**config.mk**
```make
export PLATFORM = sky130hd
export DESIGN_NAME = csi_tx_pkt_sched
export DESIGN_NICKNAME = d
export VERILOG_FILES = /design/src/rtl/csi_tx_pkt_sched.sv
export SDC_FILE = /design/constraint.sdc
export NUM_CORES = 1
export LEC_CHECK = 0
export CORE_UTILIZATION = 45
export CTS_CLUSTER_DIAMETER = 40
export DETAILED_ROUTE_END_ITERATION = 7
export PLACE_DENSITY = 0.78
export SYNTH_ARGS = -nofsm -noshare
export SYNTH_HDL_FRONTEND = slang
export SYNTH_SLANG_ARGS = --single-unit
```
**constraint.sdc**
```tcl
create_clock -name hf_clk90 -period 1.89 [get_ports hf_clk90]
set_input_delay 0.2835 -clock hf_clk90 [delete_from_list [all_inputs] [get_ports hf_clk90]]
set_output_delay 0.2835 -clock hf_clk90 [all_outputs]
set_load 0.05 [all_outputs]
```
**src/rtl/csi_tx_pkt_sched.sv**
```systemverilog
// -----------------------------------------------------------------------------
// csi_tx_pkt_sched
// Packet sequencer for the CSI-2 TX core. Converts pix2byte frame/line events
// into FS/FE short packets and RAW10 long packets, requests the HS clock/data
// lanes, and tracks the long-packet payload byte count.
//
// Optional feature macro: CSI_FRAME_NUM_EN
//   defined   -> wc_o carries a 16-bit frame number on FS/FE (1 after reset,
//                wraps 0xFFFF -> 0x0001, advances on every FE packet)
//   undefined -> wc_o is 0 on FS/FE and no frame counter is built
//
// Ports
//   hf_clk90      clock, all inputs synchronous to it
//   reset_n_byte  asynchronous active-low reset
//   fv_start_i / fv_end_i / lv_start_i / lv_end_i   1-cycle event pulses
//   byte_en_i     payload byte strobe (one byte per high cycle)
//   c2d_ready_i   TX core ready for a packet
//   d_hs_rdy_i    HS lane ready
//   err_clr_i     clears the sticky error bits
//   hs_en_o       HS lane request
//   sp_en_o       short packet strobe (1 cycle)
//   lp_en_o       long packet header strobe (1 cycle)
//   dt_o, wc_o    packet data type / word count (or frame number)
//   busy_o        sequencer is not resting in IDLE or FRAME
//   line_cnt_o    completed lines in the current frame
//   err_o         sticky: [0] ready timeout, [1] lv outside frame,
//                 [2] byte/line count mismatch, [3] event dropped
//   state_o       current FSM state, for debug visibility
//
// Handshake: a packet is launched only when c2d_ready_i and d_hs_rdy_i are
// both high in the same cycle while a *_REQ state holds hs_en_o; the matching
// sp_en_o/lp_en_o strobe follows one cycle later.
// -----------------------------------------------------------------------------
module csi_tx_pkt_sched #(
    parameter logic [15:0] WC_LINE     = 16'd800,
    parameter logic [5:0]  DT_PIXEL    = 6'h2B,
    parameter logic [15:0] LINES       = 16'd2,
    parameter logic [9:0]  RDY_TIMEOUT = 10'd1023
) (
    input  logic        hf_clk90,
    input  logic        reset_n_byte,
    input  logic        fv_start_i,
    input  logic        fv_end_i,
    input  logic        lv_start_i,
    input  logic        lv_end_i,
    input  logic        byte_en_i,
    input  logic        c2d_ready_i,
    input  logic        d_hs_rdy_i,
    input  logic        err_clr_i,
    output logic        hs_en_o,
    output logic        sp_en_o,
    output logic        lp_en_o,
    output logic [5:0]  dt_o,
    output logic [15:0] wc_o,
    output logic        busy_o,
    output logic [15:0] line_cnt_o,
    output logic [3:0]  err_o,
    output logic [3:0]  state_o
);

    typedef enum logic [3:0] {
        S_IDLE    = 4'd0,
        S_FS_REQ  = 4'd1,
        S_FS_PKT  = 4'd2,
        S_FRAME   = 4'd3,
        S_LP_REQ  = 4'd4,
        S_LP_PKT  = 4'd5,
        S_LP_DATA = 4'd6,
        S_FE_REQ  = 4'd7,
        S_FE_PKT  = 4'd8
    } state_t;

    state_t      r_state;
    state_t      w_next;
    logic [9:0]  r_to_cnt;
    logic [15:0] r_byte_cnt;
    logic [15:0] r_line_cnt;
    logic [5:0]  r_dt;
    logic [15:0] r_wc;
    logic [3:0]  r_err;
    logic        r_fe_pend;
    logic        r_line_open;

    logic        w_rdy;
    logic        w_is_req;
    logic        w_timeout;
    logic        w_last_byte;
    logic [15:0] w_fnum;
    logic [3:0]  w_err_set;
    logic        w_set_pend;
    logic        w_clr_pend;
    logic        w_load;
    logic [5:0]  w_load_dt;
    logic [15:0] w_load_wc;
    logic        w_line_inc;

    assign w_rdy       = c2d_ready_i && d_hs_rdy_i;
    assign w_is_req    = (r_state == S_FS_REQ) || (r_state == S_LP_REQ) || (r_state == S_FE_REQ);
    // Fires on the RDY_TIMEOUT-th consecutive cycle spent in a *_REQ state.
    assign w_timeout   = w_is_req && !w_rdy && (r_to_cnt == RDY_TIMEOUT - 10'd1);
    // The byte that brings the payload count up to WC_LINE closes the line.
    assign w_last_byte = byte_en_i && (r_byte_cnt == WC_LINE - 16'd1);

`ifdef CSI_FRAME_NUM_EN
    logic [15:0] r_frame_num;

    always_ff @(posedge hf_clk90 or negedge reset_n_byte) begin
        if (!reset_n_byte) begin
            r_frame_num <= 16'd1;
        end else if (r_state == S_FE_PKT) begin
            // Zero is skipped so a valid frame number is never 0.
            r_frame_num <= (r_frame_num == 16'hFFFF) ? 16'd1 : r_frame_num + 16'd1;
        end
    end

    assign w_fnum = r_frame_num;
`else
    assign w_fnum = 16'd0;
`endif

    // Next-state and event decode.
    always_comb begin
        w_next     = r_state;
        w_err_set  = 4'b0000;
        w_set_pend = 1'b0;
        w_clr_pend = 1'b0;
        w_load     = 1'b0;
        w_load_dt  = 6'h00;
        w_load_wc  = 16'd0;
        w_line_inc = 1'b0;

        // A new frame can only start from IDLE.
        if (fv_start_i && (r_state != S_IDLE)) w_err_set[3] = 1'b1;

        case (r_state)
            S_IDLE: begin
                if (fv_start_i) w_next = S_FS_REQ;
                if (lv_start_i) w_err_set[1] = 1'b1;
                if (fv_end_i)   w_err_set[3] = 1'b1;
            end
            S_FS_REQ: begin
                if (w_rdy) begin
                    w_next    = S_FS_PKT;
                    w_load    = 1'b1;
                    w_load_dt = 6'h00;
                    w_load_wc = w_fnum;
                end else if (w_timeout) begin
                    w_next       = S_IDLE;
                    w_err_set[0] = 1'b1;
                end
                if (lv_start_i) w_err_set[1] = 1'b1;
                if (fv_end_i)   w_err_set[3] = 1'b1;
            end
            S_FS_PKT: begin
                w_next = S_FRAME;
                if (lv_start_i) w_err_set[1] = 1'b1;
                if (fv_end_i)   w_err_set[3] = 1'b1;
            end
            S_FRAME: begin
                // A pending or fresh frame end takes priority over a new line.
                if (r_fe_pend || fv_end_i) begin
                    w_next     = S_FE_REQ;
                    w_clr_pend = 1'b1;
                    if (lv_start_i) w_err_set[3] = 1'b1;
                end else if (lv_start_i) begin
                    w_next = S_LP_REQ;
                end
                // Bytes arriving after the line already delivered WC_LINE.
                if (byte_en_i && r_line_open) w_err_set[2] = 1'b1;
            end
            S_LP_REQ: begin
                if (w_rdy) begin
                    w_next    = S_LP_PKT;
                    w_load    = 1'b1;
                    w_load_dt = DT_PIXEL;
                    w_load_wc = WC_LINE;
                end else if (w_timeout) begin
                    w_next       = S_FRAME;
                    w_err_set[0] = 1'b1;
                end
                if (lv_start_i) w_err_set[3] = 1'b1;
                if (fv_end_i)   w_set_pend   = 1'b1;
            end
            S_LP_PKT: begin
                w_next = S_LP_DATA;
                if (lv_start_i) w_err_set[3] = 1'b1;
                if (fv_end_i)   w_set_pend   = 1'b1;
            end
            S_LP_DATA: begin
                if (w_last_byte) begin
                    w_next     = S_FRAME;
                    w_line_inc = 1'b1;
                end else if (lv_end_i) begin
                    w_next       = S_FRAME;
                    w_err_set[2] = 1'b1;
                end
                if (lv_start_i) w_err_set[3] = 1'b1;
                if (fv_end_i)   w_set_pend   = 1'b1;
            end
            S_FE_REQ: begin
                if (w_rdy) begin
                    w_next    = S_FE_PKT;
                    w_load    = 1'b1;
                    w_load_dt = 6'h01;
                    w_load_wc = w_fnum;
                end else if (w_timeout) begin
                    w_next       = S_FRAME;
                    w_err_set[0] = 1'b1;
                end
                if (lv_start_i) w_err_set[1] = 1'b1;
                if (fv_end_i)   w_err_set[3] = 1'b1;
            end
            S_FE_PKT: begin
                w_next = S_IDLE;
                if (r_line_cnt != LINES) w_err_set[2] = 1'b1;
                if (lv_start_i) w_err_set[1] = 1'b1;
                if (fv_end_i)   w_err_set[3] = 1'b1;
            end
            default: begin
                w_next = S_IDLE;
            end
        endcase
    end

    always_ff @(posedge hf_clk90 or negedge reset_n_byte) begin
        if (!reset_n_byte) begin
            r_state     <= S_IDLE;
            r_to_cnt    <= 10'd0;
            r_byte_cnt  <= 16'd0;
            r_line_cnt  <= 16'd0;
            r_dt        <= 6'h00;
            r_wc        <= 16'd0;
            r_err       <= 4'b0000;
            r_fe_pend   <= 1'b0;
            r_line_open <= 1'b0;
        end else begin
            r_state <= w_next;

            // Counter restarts on every state change, so each REQ visit gets a full budget.
            if (w_is_req && (w_next == r_state)) r_to_cnt <= r_to_cnt + 10'd1;
            else                                 r_to_cnt <= 10'd0;

            if (r_state == S_LP_PKT)
                r_byte_cnt <= 16'd0;
            else if ((r_state == S_LP_DATA) && byte_en_i && (r_byte_cnt != WC_LINE))
                r_byte_cnt <= r_byte_cnt + 16'd1;

            if (r_state == S_FS_PKT)  r_line_cnt <= 16'd0;
            else if (w_line_inc)      r_line_cnt <= r_line_cnt + 16'd1;

            // dt/wc hold from PKT entry until the next packet is launched.
            if (w_load) begin
                r_dt <= w_load_dt;
                r_wc <= w_load_wc;
            end

            // Sticky errors: a new set outranks a simultaneous clear.
            r_err <= (err_clr_i ? 4'b0000 : r_err) | w_err_set;

            if (w_set_pend)      r_fe_pend <= 1'b1;
            else if (w_clr_pend) r_fe_pend <= 1'b0;

            // Line stays open from its header until lv_end, to catch trailing bytes.
            if (r_state == S_LP_PKT)      r_line_open <= 1'b1;
            else if (lv_end_i)            r_line_open <= 1'b0;
            else if (r_state == S_FS_PKT) r_line_open <= 1'b0;
        end
    end

    // Strobes and lane request decode straight from the state register, so an
    // asynchronous reset drops them immediately.
    assign hs_en_o    = (r_state != S_IDLE) && (r_state != S_FRAME);
    assign busy_o     = (r_state != S_IDLE) && (r_state != S_FRAME);
    assign sp_en_o    = (r_state == S_FS_PKT) || (r_state == S_FE_PKT);
    assign lp_en_o    = (r_state == S_LP_PKT);
    assign dt_o       = r_dt;
    assign wc_o       = r_wc;
    assign line_cnt_o = r_line_cnt;
    assign err_o      = r_err;
    assign state_o    = r_state;

endmodule

```
==> metrics.md, run 1 <==
| Metric | Value |
|---|---|
| Outcome | complete, but fails checks |
| Failing checks | setup timing |
| Port Buffer Count | 44 |
| Wire per inst | approximately 16 um |
| Worst r2r dst | r_to_cnt[3] |
| Rel. slew slack | between 60 and 70% |
| Initial antenna violation count | 0 |
| GPL Wtd Cong | approximately 0.86 |
| Synth Flop Type | dfrtp_1 |
| Post-DP HPWL | ~5600 um |
| First-pass GRT wire length | roughly 13000 um |
| Sequential power share | 27.7% |
| Avg Vias per Cell | approximately 5.6 |
| Row Count | 30 |
| Top delay family on crit path | compound AO/OA/AOI/OAI gates |
| Post-Syn Area | ~3200 um^2 |
| H-tree Lvls | 2 |
| Remaining DRCs | 0 |
| VDD IR-drop max | 1.44 mV |
| Largest net degree at the start of global routing | 34 |
| Total congestion overflow | 0 |
| Warnings from Yosys | 0 |
| CP most frequent cell | buf_4 |
| Worst-path cell chain | buf_4, a21o_1, a2111oi_4, a2111oi_2, nor3_2, buf_4, nor3_1 |
| CTS buffer count | 5 |
| Synth top area cells | dfrtp_1 (42%), xnor2_1 (6.0%), buf_4 (5.1%) |
| Yosys cell types | 59 |
| Crit path time final | between 1500 and 2000 ps |
| # IOs | 60 |
| Most frequent cells in the layout | buf_4 (57), dfrtp_1 (43), nor2_1 (29) |
| Switching power | 2460 uW |
| Worst setup margin | -14.6 ps |
| RSZ-0062 raised after global routing | true |
| DIE AREA | 7540 um^2 |
| Clock tree from TritonCTS | built |
| CP arrival | about 2100 ps |
| CP startpoint | state_o[0] |
| Buf/Inv on CP | 2 |
| CTS root buffer | clkbuf_8 |
| Post-DRT Antenna Nets | 0 |
| Ys async rst share | 100% |
| Final hold viol count | 0 |
| Reg2Reg Depth | 7 |
| Flop and latch count out of synthesis | 54 |
| Fin crit share | 101% |
| Register area share after synthesis | about two fifths |
| Power Density | around 1200 nW/um^2 |
| Pre-antenna DRT Iters | 5 |
| DRT iter0 DRCs | between 150 and 200 |
| Crit path depth | 7 |
| Clk sinks | 54 |
| Starting Density | between 40 and 50% |
| Max cap viols | 0 |
| Clock share of power | a little over an eighth |
| Type of origin of the critical path | flop |
| Core area | roughly 7000 um^2 |
| Inst Count DP | 520 |
| Synth top area share | about two fifths |
| Vias in the first global route | around 2700 |
| Sw frac | a little under half |
| CP endpoint kind | flop |
| Crit Path Max Fanout | 7 |
| Cell taking the most area after synthesis | dfrtp_1 |
| Crit-path max cell delay | a little under 500 ps |
| Commonest non-fill, non-tap cell in the layout | buf_4 |
| Post-synth EDFFs | 0 |
| Flop-to-flop setup slack | -10 ps |
| Worst r2r src | state_o[0] |
| Width of the chip | about 87 um |
| Total wire length | between 8000 and 9000 um |
| Logic gate share of total power | approximately three fifths |
| Avg Cell Area, Syn | around 9.1 um^2 |
| Worst Hold Class | in -> async |
| Worst endpoint required time | between 2000 and 2500 ps |
| Worst-Margin Slew | roughly 520 ps |
| Final clock skew | 8.39 ps |
| Die height | just under 90 um |
| Non-filler cells, final | ~540 |
| Worst path slowest cell | dfrtp_2 |
| Slew Viols, Final | 0 |
| Leakage power | around 0.002 uW |
| Share of layout cells above drive strength 1 | a little over 30% |
| Total track usage | a little over a fifth |
| Setup TNS | -23.9 ps |
| Post-synthesis instance total | between 300 and 400 |
| Area grow syn2layout | 36.8% |
| Setup CP Type | reg -> reg |
| End of the critical path | r_to_cnt[3] |
| Clock latency on the worst-skew pair | 320 ps |
| Routed vias | between 2000 and 3000 |
| Finish-stage setup viols | 3 |
| Nets | between 400 and 500 |
| Ant. Diodes | 0 |
| Fmax | 525 MHz |
| Cell Int Power | between 2000 and 3000 uW |
| Clock Tree Buf Depth | 2 |
| Clk slew on worst S/H paths | roughly 100 ps |
| Setup WS pre-CTS | -386 ps |
-- per-stage QoR --
step | power, uW | instance area (um^2) | util (%) | hold WS [ps]
2_1_floorplan | 3200 | 3350 | - | -12.1
3_3_place_gp | 3980 | 4010 | 58.3 | 139
3_5_place_dp | 4030 | 4010 | 58.3 | 138
4_1_cts | 4800 | 4150 | 60.5 | 344
5_1_grt | 5380 | 4430 | 64.4 | 339
6_report | 5120 | 4430 | 64.4 | 330
-- power groups by stage --
stage	Clock [uW]	Sequential, uW	Combinational (uW)
floorplan	0	1700	1490
global placement	0	1430	2550
detailed placement	0	1440	2590
CTS	712	1420	2670
global route	764	1440	3180
finish	695	1420	3010
-- worst register-to-register path, stage by stage, from the launching register on --
cell	delay, ps
dfrtp_2	490
buf_4	170
a21o_1	180
a2111oi_4	400
a2111oi_2	90
nor3_2	210
buf_4	200
nor3_1	70
-- kinds of logic after synthesis --
logic type               Yosys count  synth area share (%)
buffers and inverters             47                  8.35
XOR/XNOR                          29                  7.85
AND/OR/NAND/NOR                  156                  27.0
AO/OA/AOI/OAI                     60                  12.0
other                              1                 0.116
adder cells (fa/ha/maj)            6                  2.32
multiplexers                       2                 0.619
flip-flops                        54                  41.7
-- layer usage --
layer / track usage [%] / vias to the layer above / wire, um / part of all wire (%)
met5: 0 / - / 0 / 0
met1: 28.2 / 1469 / 3490 / 42
li1: - / 1406 / - / -
met2: 35.4 / 115 / 4280 / 51
met4: 4.55 / 0 / 77 / 0.92
met3: 4.67 / 9 / 485 / 5.8
-- worst min-delay path by stage --
stage | startpoint | endpoint | slack (ps) | cells past startpoint
4_1_cts | reset_n_byte | line_cnt_o[6] | 340 | 2
3_3_place_gp | reset_n_byte | line_cnt_o[13] | 140 | 1
6_report | reset_n_byte | line_cnt_o[8] | 330 | 2
5_1_grt | reset_n_byte | line_cnt_o[6] | 340 | 2
2_1_floorplan | reset_n_byte | dt_o[0] | -10 | 0
3_5_place_dp | reset_n_byte | line_cnt_o[13] | 140 | 1
-- repair_timing --
item	4_1_cts	5_1_grt
setup buffers	1	5
setup endpoints to repair	14	39
hold buffers	1	0
endpoints found under the hold margin	5	0
resized for setup	13	52
pin swaps	2	18
cloned	1	1
-- flip-flops by register name, summed over array words and instances (netlist names) --
signal       count
line_cnt_o      16
r_byte_cnt      16
r_to_cnt        10
err_o            4
state_o          4
dt_o             2
r_fe_pend        1
r_line_open      1
-- area by class of cell --
type                    count  area, um^2
clock buffers               6        82.6
multi-input cells         268        1920
clock inverters             2        12.5
fillers                   553        2440
flip-flops and latches     54        1370
repair buffers             95         863
well taps                  96         120
inverters                  16        60.1
-- synth_stat cells, types with 3 or more instances --
master	count
a21oi_1	13
a22oi_1	3
a31oi_1	6
and2_1	5
and3_1	4
and4_1	3
buf_2	3
buf_4	22
clkbuf_1	3
dfrtp_1	54
ha_1	6
inv_1	16
nand2_1	22
nand3_1	14
nand4_1	13
nor2_1	33
nor3_1	25
nor3b_1	3
nor4_1	5
o21ai_0	15
o31ai_1	7
or3_1	5
or4_1	3
xnor2_1	22
xor2_1	7
No activity file was read; power rests on OpenSTA's default activity.
==> run 2: changes to the inputs <==
- ABC_CLOCK_PERIOD_IN_PS: not set -> 1890
==> results of run 2 <==
The final DEF is identical to that of run 1; final timing and power are the same.
==> run 3: changes to the inputs <==
- CORE_MARGIN: not set -> 4
- TNS_END_PERCENT: not set -> 30
==> run 3 against run 2 <==
The flow still finishes with violations (setup timing). Cell area rose by 2.5%. Hold slack improved by 130 ps. Wire length rose by 5.1%. Clock skew rose by 9.8 ps. Clock-buffer cell count did not move. Non-clock buffer count rose by 13. Sequential power barely moved. Worst setup slack improved by 8.1 ps. Sequential share of layout area fell by 0.73 points. Critical path type unchanged. Critical endpoint is now r_to_cnt[5]. Highest routed layer unchanged.
==> metrics.md, run 3 (synthesis gave the netlist of run 1 again) <==
| Metric | Value |
|---|---|
| Post-DRT Antenna Nets | 0 |
| Outcome | complete, but fails checks |
| Most frequent cells in the layout | buf_4 (68), dfrtp_1 (42), nor2_1 (29) |
| Worst setup margin | -6.46 ps |
| Worst-path cell chain | ha_2, and3b_1, and2_4, a2111oi_4, nor3_4, buf_6, nor3_4 |
| Total track usage | between 10% and 20% |
| Global route hottest layer | met2 |
| Sw frac | approximately half |
| CP most frequent cell | nor3_4 |
| # IOs | 60 |
| Clock Tree Buf Depth | 2 |
| Fillers | around 560 |
| Worst Hold Class | in -> async |
| Top delay family on crit path | simple AND/OR/NAND/NOR gates |
| Worst endpoint required time | 2120 ps |
| Crit-path max cell delay | ~420 ps |
| Failing checks | setup timing |
| Crit Path Max Fanout | 5 |
| Setup CP Type | reg -> reg |
| GPL Wtd Cong | 0.850 |
| Vias in the first global route | approximately 3000 |
| Nets | between 400 and 500 |
| Crit path time final | 1900 ps |
| Row Count | 30 |
| Initial antenna violation count | 0 |
| Remaining DRCs | 0 |
| Clk sinks | 54 |
| Setup TNS | -6.46 ps |
| Setup WS pre-CTS | -245 ps |
| Sequential power share | between 20 and 30% |
| DIE AREA | approximately 8600 um^2 |
| CTS root buffer | clkbuf_8 |
| Cell Int Power | approximately 2700 uW |
| RSZ-0062 raised after global routing | true |
| Fmax | 527 MHz |
| Max cap viols | 0 |
| Starting Density | between 40% and 50% |
| Pre-antenna DRT Iters | 4 |
| Largest net degree at the start of global routing | 26 |
| Final hold viol count | 0 |
| Clock latency on the worst-skew pair | about 310 ps |
| Area grow syn2layout | 40.2% |
| CP endpoint kind | flop |
| Ant. Diodes | 0 |
| VDD IR-drop max | 1.69 mV |
| Buf/Inv on CP | 1 |
| Final clock skew | 18.2 ps |
| Met2 Track Usage GR | about a third |
| Core area | between 6000 and 7000 um^2 |
| Power Density | 1150 nW/um^2 |
| DRT iter0 DRCs | approximately 140 |
| Routed vias | between 3000 and 4000 |
| Die height | 92.8 um |
| Total wire length | around 8800 um |
| Share of layout cells above drive strength 1 | around 32% |
| Clk slew on worst S/H paths | roughly 110 ps |
| Clock tree from TritonCTS | built |
| Worst path slowest cell | a2111oi_4 |
| Slew Viols, Final | 0 |
| Worst-Margin Slew | between 500 and 600 ps |
| Width of the chip | slightly above 90 um |
| First-pass GRT wire length | roughly 14000 um |
| Rel. slew slack | roughly 65% |
| Finish-stage setup viols | 1 |
| CP arrival | between 2000 and 2500 ps |
| Leakage power | around 0.0020 uW |
| Port Buffer Count | 44 |
| Switching power | 2510 uW |
| Fin crit share | 100% |
| Wire per inst | 15.9 um |
| Met1 usage | between 20 and 30% |
| Total congestion overflow | 0 |
| Flop-to-flop setup slack | -6 ps |
| Post-DP HPWL | 6110 um |
| Area of the multi-input gates | 1940 um^2 |
| Commonest non-fill, non-tap cell in the layout | buf_4 |
| H-tree Lvls | 2 |
| Type of origin of the critical path | flop |
| Avg Vias per Cell | ~5.6 |
| Storage cell area | 1370 um^2 |
| Clock share of power | between 10% and 20% |
| CTS buffer count | 5 |
| Logic gate share of total power | approximately 60% |
| Grt met3 use | under 10% |
-- run 3: cell count changes in the layout (fill, tap and decap cells not counted), sizes merged --
cell and delta:
buf +13, inv +1, clkinvlp -1, dlymetal6s2s -2, dlygate4sd2 +2
-- run 3: repair_timing --
action,4_1_cts,5_1_grt
endpoints found under the hold margin,18,0
pin swaps,1,15
buffers inserted,0,7
hold buffers,1,0
gates resized for setup,18,55
endpoints found under the setup margin,18,44
cloned,1,1
-- run 3: area by class of cell --
| class | instances | area share (%) |
|---|---|---|
| multi-input combinational | 268 | 42.8 |
| tap | 96 | 2.65 |
| inverter | 16 | 1.32 |
| clock inverter | 2 | 0.303 |
| sequential | 54 | 30.1 |
| timing repair buffer | 108 | 21.2 |
| clock buffer | 6 | 1.60 |
-- run 3: worst paths after layout --
path                                 from             end  cells past startpoint
max in group asynchronous    reset_n_byte        err_o[1]                      3
max reg2reg                 r_byte_cnt[0]     r_to_cnt[5]                      7
min                          reset_n_byte   r_byte_cnt[5]                      2
max                         r_byte_cnt[0]     r_to_cnt[5]                      7
min in group hf_clk90      r_byte_cnt[15]  r_byte_cnt[15]                      1
min reg2reg                r_byte_cnt[15]  r_byte_cnt[15]                      1
-- run 3: per-layer routing --
metal | vias to the layer above | wire length [um]
li1 | 1444 | -
met1 | 1504 | 3630
met2 | 97 | 4590
met3 | 16 | 409
met4 | 0 | 129
met5 | - | 0
-- run 3: power by group through the flow --
stage               logic (uW)  registers (uW)  clock network [uW]
detailed placement        2640            1420                   0
finish                    3130            1420                 661
floorplan                 1480            1700                   0
global placement          2600            1420                   0
global route              3320            1440                 709
CTS                       2760            1410                 680
-- run 3: through the flow --
step                util [%]  total power, uW  hold WS, ps  cells  instance area, um^2
floorplan                  -             3190        -12.1    369                 3340
global placement        59.1             4010          272    532                 4090
detailed placement      59.1             4070          279    532                 4090
CTS                     61.5             4840          467    542                 4250
global route            65.7             5470          500    550                 4540
finish                  65.7             5220          460    550                 4540
